## src/rtl/tdm_pkg.sv

```systemverilog
// Shared types and constants for the TDM demultiplexer.
// Frame is NUM_SLOTS words; the FSM idles until a start-of-frame word.
package tdm_pkg;

    localparam int NUM_SLOTS = 4;

    typedef enum logic {
        IDLE,
        COLLECT
    } state_t;

endpackage

```

## src/rtl/tdm_gap_timer.sv

```systemverilog
// Saturating idle-cycle counter used to time out stalled frames.
// expired flags the inc cycle that brings the count to GAP_MAX.
module tdm_gap_timer #(
    parameter int GAP_MAX = 16
) (
    input  logic clk,
    input  logic rst,
    input  logic clear,
    input  logic inc,
    output logic expired
);

    localparam int CW = $clog2(GAP_MAX + 1);

    logic [CW-1:0] cnt_q;
    logic [CW-1:0] cnt_d;

    always_comb begin
        cnt_d = cnt_q;
        if (clear) begin
            cnt_d = '0;
        end else if (inc && cnt_q != CW'(GAP_MAX)) begin
            cnt_d = cnt_q + CW'(1);
        end
    end

    always_ff @(posedge clk) begin
        if (rst) begin
            cnt_q <= '0;
        end else begin
            cnt_q <= cnt_d;
        end
    end

    assign expired = inc && (cnt_q >= CW'(GAP_MAX - 1));

endmodule

```

## src/rtl/tdm_demux.sv

```systemverilog
// Serial-to-parallel TDM demultiplexer: four slot words per frame.
// A frame is published to chA..chD only when all four slots arrive.
module tdm_demux
    import tdm_pkg::*;
#(
    parameter int WIDTH   = 2,
    parameter int GAP_MAX = 16
) (
    input  logic             clk,
    input  logic             rst,
    input  logic [WIDTH-1:0] din,
    input  logic             din_valid,
    input  logic             sof,
    output logic [WIDTH-1:0] chA,
    output logic [WIDTH-1:0] chB,
    output logic [WIDTH-1:0] chC,
    output logic [WIDTH-1:0] chD,
    output logic             out_valid,
    output logic             frame_err,
    output logic [1:0]       slot
);

    localparam logic [1:0] LAST = 2'(NUM_SLOTS - 1);

    state_t           state_q, state_d;
    logic [1:0]       slot_q, slot_d;
    logic [WIDTH-1:0] shadow_q [NUM_SLOTS];
    logic [WIDTH-1:0] shadow_d [NUM_SLOTS];
    logic [WIDTH-1:0] ch_q [NUM_SLOTS];
    logic [WIDTH-1:0] ch_d [NUM_SLOTS];
    logic             out_valid_q, out_valid_d;
    logic             frame_err_q, frame_err_d;
    logic             gap_clear, gap_inc, gap_expired;

    tdm_gap_timer #(
        .GAP_MAX(GAP_MAX)
    ) u_gap (
        .clk    (clk),
        .rst    (rst),
        .clear  (gap_clear),
        .inc    (gap_inc),
        .expired(gap_expired)
    );

    always_comb begin
        state_d     = state_q;
        slot_d      = slot_q;
        shadow_d    = shadow_q;
        ch_d        = ch_q;
        out_valid_d = 1'b0;
        frame_err_d = 1'b0;
        gap_clear   = 1'b1;
        gap_inc     = 1'b0;
        unique case (state_q)
            IDLE: begin
                if (din_valid && sof) begin
                    shadow_d[0] = din;
                    slot_d      = 2'd1;
                    state_d     = COLLECT;
                end
            end
            COLLECT: begin
                gap_clear = din_valid;
                gap_inc   = !din_valid;
                // A new sof always wins, even over a slot-3 completion
                if (din_valid && sof) begin
                    frame_err_d = 1'b1;
                    shadow_d[0] = din;
                    slot_d      = 2'd1;
                end else if (din_valid) begin
                    shadow_d[slot_q] = din;
                    if (slot_q == LAST) begin
                        ch_d        = shadow_d;
                        out_valid_d = 1'b1;
                        slot_d      = 2'd0;
                        state_d     = IDLE;
                    end else begin
                        slot_d = slot_q + 2'd1;
                    end
                end else if (gap_expired) begin
                    frame_err_d = 1'b1;
                    slot_d      = 2'd0;
                    state_d     = IDLE;
                end
            end
        endcase
    end

    always_ff @(posedge clk) begin
        if (rst) begin
            state_q     <= IDLE;
            slot_q      <= 2'd0;
            out_valid_q <= 1'b0;
            frame_err_q <= 1'b0;
            for (int i = 0; i < NUM_SLOTS; i++) begin
                shadow_q[i] <= '0;
                ch_q[i]     <= '0;
            end
        end else begin
            state_q     <= state_d;
            slot_q      <= slot_d;
            out_valid_q <= out_valid_d;
            frame_err_q <= frame_err_d;
            shadow_q    <= shadow_d;
            ch_q        <= ch_d;
        end
    end

    assign chA       = ch_q[0];
    assign chB       = ch_q[1];
    assign chC       = ch_q[2];
    assign chD       = ch_q[3];
    assign out_valid = out_valid_q;
    assign frame_err = frame_err_q;
    assign slot      = slot_q;

endmodule

```

## config.mk

```make
export PLATFORM = sky130hd
export DESIGN_NAME = tdm_demux
export DESIGN_NICKNAME = d
export VERILOG_FILES = /design/src/rtl/tdm_pkg.sv /design/src/rtl/tdm_gap_timer.sv /design/src/rtl/tdm_demux.sv
export SDC_FILE = /design/constraint.sdc
export NUM_CORES = 1
export LEC_CHECK = 0
export ABC_AREA = 0
export CELL_PAD_IN_SITES_DETAIL_PLACEMENT = 0
export CELL_PAD_IN_SITES_GLOBAL_PLACEMENT = 1
export CORE_UTILIZATION = 43
export DETAILED_ROUTE_END_ITERATION = 7
export PLACE_DENSITY = 0.82
export SYNTH_ARGS = -nofsm -noshare
export SYNTH_HDL_FRONTEND = slang
export SYNTH_SLANG_ARGS = --single-unit
```

## constraint.sdc

```tcl
create_clock -name clk -period 2.1 [get_ports clk]
set_clock_uncertainty 0.05 [all_clocks]
set_input_delay 0.315 -clock clk [delete_from_list [all_inputs] [get_ports clk]]
set_output_delay 0.315 -clock clk [all_outputs]
set_load 0.01 [all_outputs]
```

== Word-level counts from Yosys, hierarchy flattened ==
Cells that the tools add are included.
Storage, ports and cells
  flip-flop bits (word level): 26
  input bits: 6
  output and inout port bits: 12
  word-level logic and storage cells: 64
Cells by class
  $add $sub $neg: 2
  magnitude comparators: 3
  equality and inequality tests: 5
  multiplexer cells: 25
  bitwise logic cells: 4
  reduce and logical (&&, ||, !) cells: 12
Operators by type and width (number)
  2-to-1 mux 2 bit: 8
  2-to-1 mux 1 bit: 11
  bitwise mux 8 bit: 1
  2-to-1 mux 8 bit: 1
  case mux 2 bit (2 select lines): 2
  adder 5 x 1 -> 5 bit (second input constant): 1
  greater-or-equal comparator 5 x 4 -> 1 bit (second input constant): 1
  inequality test 5 bit (second input constant): 1
  demux 2 bit (select 2 bit): 1
  logical AND 1 bit: 4
  inequality test 4 x 2 -> 1 bit (second input constant): 1
  AND reduction 2 bit: 2
  AND reduction 4 bit: 1
  OR reduction 2 bit: 2
  OR reduction 4 bit: 1
  greater-or-equal comparator 3 bit (second input constant): 1
  less-than comparator 3 x 1 -> 1 bit (second input constant): 1
  inequality test 3 x 2 -> 1 bit (second input constant): 1
  inverter 1 bit: 3
  inverter 2 -> 3 bit: 1
  AND reduction 3 bit: 1
  adder 2 x 1 -> 2 bit (second input constant): 1
  equality test 2 bit (second input constant): 1
  inequality test 2 bit (second input constant): 1
  2 further kinds: 2

== Logic depth before layout (Yosys ltp) ==
  word-level depth: 9
  mapped depth: 6

== Hierarchy ==
Synthesis repeated with hierarchy kept, for this count alone.
Second synthesis, totals
  cell total of the unflattened synthesis: 126
  area total of the unflattened synthesis: 1234.9 um^2
By module, submodules not included
  tdm_demux: instances 1, cells each 93, area an instance 923.4 um^2, sequential area each 380.4 um^2
  tdm_gap_timer: instances 1, cells each 33, area an instance 311.5 um^2, sequential area each 100.1 um^2

== Worst setup path after synthesis ==
Ideal clock, no wire load.
  path type: register to register
  start point: register u_gap.cnt_q[0]
  end point: register state_q
  arrival: 1.326 ns
  data required time: 1.955 ns
  path slack: 0.628 ns
  stages on the path, launching flop included: 7
  buffers on the path: 0
  clock period less this slack: 1.472 ns
  path through: dfxtp_1 > ha_1 > and3_1 > ha_1 > nor3_2 > nand2_1 > a221oi_1
On the way
  cells in the longest elaborated chain, start to end: 6
RTL lines
  start: declaration: line tdm_gap_timer.sv:15  | logic [CW-1:0] cnt_q;
  start signal: assignment: line tdm_gap_timer.sv:31  | cnt_q <= cnt_d;
  greater-or-equal comparator 5 x 4 -> 1 bit: line tdm_gap_timer.sv:35  | assign expired = inc && (cnt_q >= CW'(GAP_MAX - 1));
  logical AND 1 bit: line tdm_gap_timer.sv:35
  2-to-1 mux 1 bit: line tdm_demux.sv:80  | end else if (gap_expired) begin
  2-to-1 mux 1 bit: line tdm_demux.sv:70  | end else if (din_valid) begin
  2-to-1 mux 1 bit: line tdm_demux.sv:66  | if (din_valid && sof) begin
  case mux 1 bit (2 select lines): line tdm_demux.sv:54  | unique case (state_q)
  end signal: assignment: line tdm_demux.sv:100  | state_q <= state_d;
  end: declaration: line tdm_demux.sv:25  | state_t state_q, state_d;
No other way between the ends.
A chain may end at the register's enable or synchronous reset.

== Final worst setup path ==
  start point: register slot_q[0] (netlist: slot[0])
  end point: output port slot[0]
RTL lines
  start: declaration: line tdm_demux.sv:26  | logic [1:0] slot_q, slot_d;
  start signal: assignment: line tdm_demux.sv:101  | slot_q <= slot_d;
  end: declaration: line tdm_demux.sv:20  | output logic [1:0] slot
No word-level cell between the ends.

==> results.ini <==
[run_status]
status=complete, no violations

[routing]
drc=0
drt-total-wl_mm=2.12
vias_per_cell=5.39
drt_iter0_drc=10
vias=847
ant_nets=0
drt_pass1_iterations=3
wire_per_inst_um=13.5

[pwr]
p_clk_share_pct=37.6
switching_power_mw=0.181
power_frac_seq_pct=53.8
switching_share_pct=20.7
power.total_mw=0.873
p_leak_nw=0.520
power_density_mw_per_mm2=633
intPower_mw=0.692
pwr-share-comb_pct=8.7
irDropWorstVdd_uv=390

[setup_path]
critPathSlowestCell=clkdlybuf4s50_1
cp_data_arrival_time_ns=1.33
crit_family=buffers and inverters
critPathRequiredTime_ns=1.74
critPathMaxFanout=6
start_kind=flip-flop
timing_worst_setup_path_type=flip-flop to primary output
endpoint_kind=primary output
cp_num_cells=1
reg2reg_depth=6
critical_path_buf_inv_count=1
cp_cell_sequence=clkdlybuf4s50_1
slowest_delay_ns=0.57
crit-reg2reg-launch=u_gap.cnt_q[0]
crit_start=slot[0]

[hold_path]
min_from=chB[1]
hold_depth=1
hp-class=flip-flop to flip-flop

[clock_network]
clk_pin_slew_ns=0.13
cts_resized=0
cts-buffers-inserted=3
h-tree-depth=1
cts_tree=yes
cts_setup_buffers=0
cts_sinks=24
postCtsHoldBufs=0
clock_path_buffers=2
clk_latency_ns=0.30
root_buffer=clkbuf_4

[sta]
finalCritPeriodShare_pct=80.8
fin_crit_ns=1.70
setup_tns_ns=0
hold_violations=0
fmax_mhz=589
slew_violations=0
worst_slew_pin_slew_ns=0.385
setup_viol=0
slew_headroom_pct=73.7
rsz0062_at_grt=false

[placed_design]
io_buffers=17
dp_cells=153
dpl.hpwl_mm=1.58
routabilityCongestion=0.742
post_dp_cell_area_sq_mm=0.00133

[floorplanning]
chipWidth_um=53.0
fp-row-count=18
start_util_pct=45.2
chipHeight_um=53.0
io_pins=18
dieArea_sq_mm=0.00281
core-area_sq_mm=0.00248

[synth]
synthArstFlopShare_pct=0
ys.flop_type=dfxtp_1
avgSynthCellArea_sq_um=10.5
synth_top_area_share_pct=42.9
synth_common_cells=24 x dfxtp_1, 9 x inv_1, 9 x mux2i_1
synth_area_leaders=dfxtp_1 43%, mux2i_1 8.0%, ha_1 7.8%, o2bb2ai_1 4.7%, nand3b_1 3.4%
synth_cell_types=32
syn_area_sq_mm=0.00112
synth-seq-area-share_pct=42.9
synth_most_common_cell=dfxtp_1
synth-edff-count=0
synth_nets=120
synth-seq-cells=24
ys_warn_count=0
yosysTopAreaCell=dfxtp_1
netlist_instances=107

[finish]
final_cell_area_sq_mm=0.00138
antennaDiodeCount=0
nFillCells=232
area_growth_pct=23.1
fin_cells=157
num-nets-final=141
drive_gt1_share_pct=8.66

[grt]
antenna_found_initial=0
grt_pass1_wl_mm=3.48
grtUsageTotal_pct=17.1
gr-total-overflow=0
grt_max_degree=15
grt_pass1_vias=770

[job]
maxCapViolCount=0

-- cell type report --
| cell class | count | area (sq um) | area share [%] |
|---|---|---|---|
| Inverter | 9 | 33.8 | 2.45 |
| Clock buffer | 3 | 22.5 | 1.63 |
| Sequential cell | 24 | 480 | 34.8 |
| Clock inverter | 1 | 30.0 | 2.18 |
| Tap cell | 30 | 37.5 | 2.72 |
| Multi-Input combinational cell | 72 | 597 | 43.3 |
| Timing Repair Buffer | 18 | 178 | 12.9 |
-- through the flow --
stage	setup slack [ns]	hold WS (ns)	utilization (%)
global route	0.296	0.455	55.7
detailed placement	0.287	0.400	53.5
CTS	0.376	0.435	55.7
floorplan	0.628	0.391	-
finish	0.403	0.430	55.7
global placement	0.311	0.403	53.5
-- state kept, by name (all words and copies together) (netlist names) --
register,cells
slot,2
state_q,1
chB,2
chA,2
frame_err,1
shadow_q,6
u_gap.cnt_q,5
chD,2
out_valid,1
chC,2
-- layer usage --
layer	track usage, %	routed length [um]	up-vias
li1	-	-	427
met1	24.1	1120	411
met2	25.9	931	7
met3	2.59	47	2
met4	6.58	20	0
met5	0	0	-
-- cells in the final DEF (no fill, tap or decap) --
cell	netlist	final
nand2_1	4	4
buf_4	0	1
dfxtp_1	24	24
a221oi_1	1	1
or3_4	1	1
a21oi_4	1	1
clkbuf_4	0	3
nand3b_1	5	5
nand3b_4	1	1
nor2b_1	2	2
nand4_1	2	2
o21ai_0	5	5
ha_1	7	7
nand3_1	3	3
nand2b_1	4	4
a41oi_1	1	1
mux2i_1	9	9
nor4bb_4	1	1
nor3_2	1	1
bufinv_16	0	1
a2111oi_0	1	1
or3_1	1	1
inv_1	9	9
xnor2_1	1	1
and3_1	1	1
xor2_1	1	1
nand4b_1	2	2
and3b_2	1	1
a32oi_1	1	1
a21oi_1	4	4
clkdlybuf4s50_1	0	17
a22o_1	2	2
nor2_1	3	3
o2bb2ai_1	6	6
-- cells by family (layout without fill, tap and decap cells) --
logic type	after synthesis	after routing	share of synthesized area, %
adders and majority gates	7	7	7.82
xor gates and xnor gates	2	2	1.56
AOI/OAI and AO/OA	22	22	14.9
buffers and inverters	11	31	3.80
and+or+nand+nor	32	32	21.0
muxes	9	9	8.05
DFF	24	24	42.9
-- worst reg2reg max path, delay by kind of cell, from the launching register on --
family / cells / cell delay, ns
adder cells (fa/ha/maj): 2 / 0.40
AO/OA/AOI/OAI: 1 / 0.25
flip-flops: 1 / 0.36
AND/OR/NAND/NOR: 3 / 0.49
-- final timing paths --
check | end | slack (ns)
max | slot[0] | 0.40
max reg2reg | state_q | 0.45
min | chB[1] | 0.43
min reg2reg | chB[1] | 0.43
-- power groups by stage --
stage | combinational, mW | sequential [mW] | clock [mW]
floorplan | 0.0455 | 0.479 | 0
global placement | 0.0745 | 0.479 | 0
detailed placement | 0.0752 | 0.480 | 0
finish | 0.0756 | 0.469 | 0.328
global route | 0.0826 | 0.470 | 0.358
CTS | 0.0757 | 0.470 | 0.343
(Power assumes the default switching activity.)
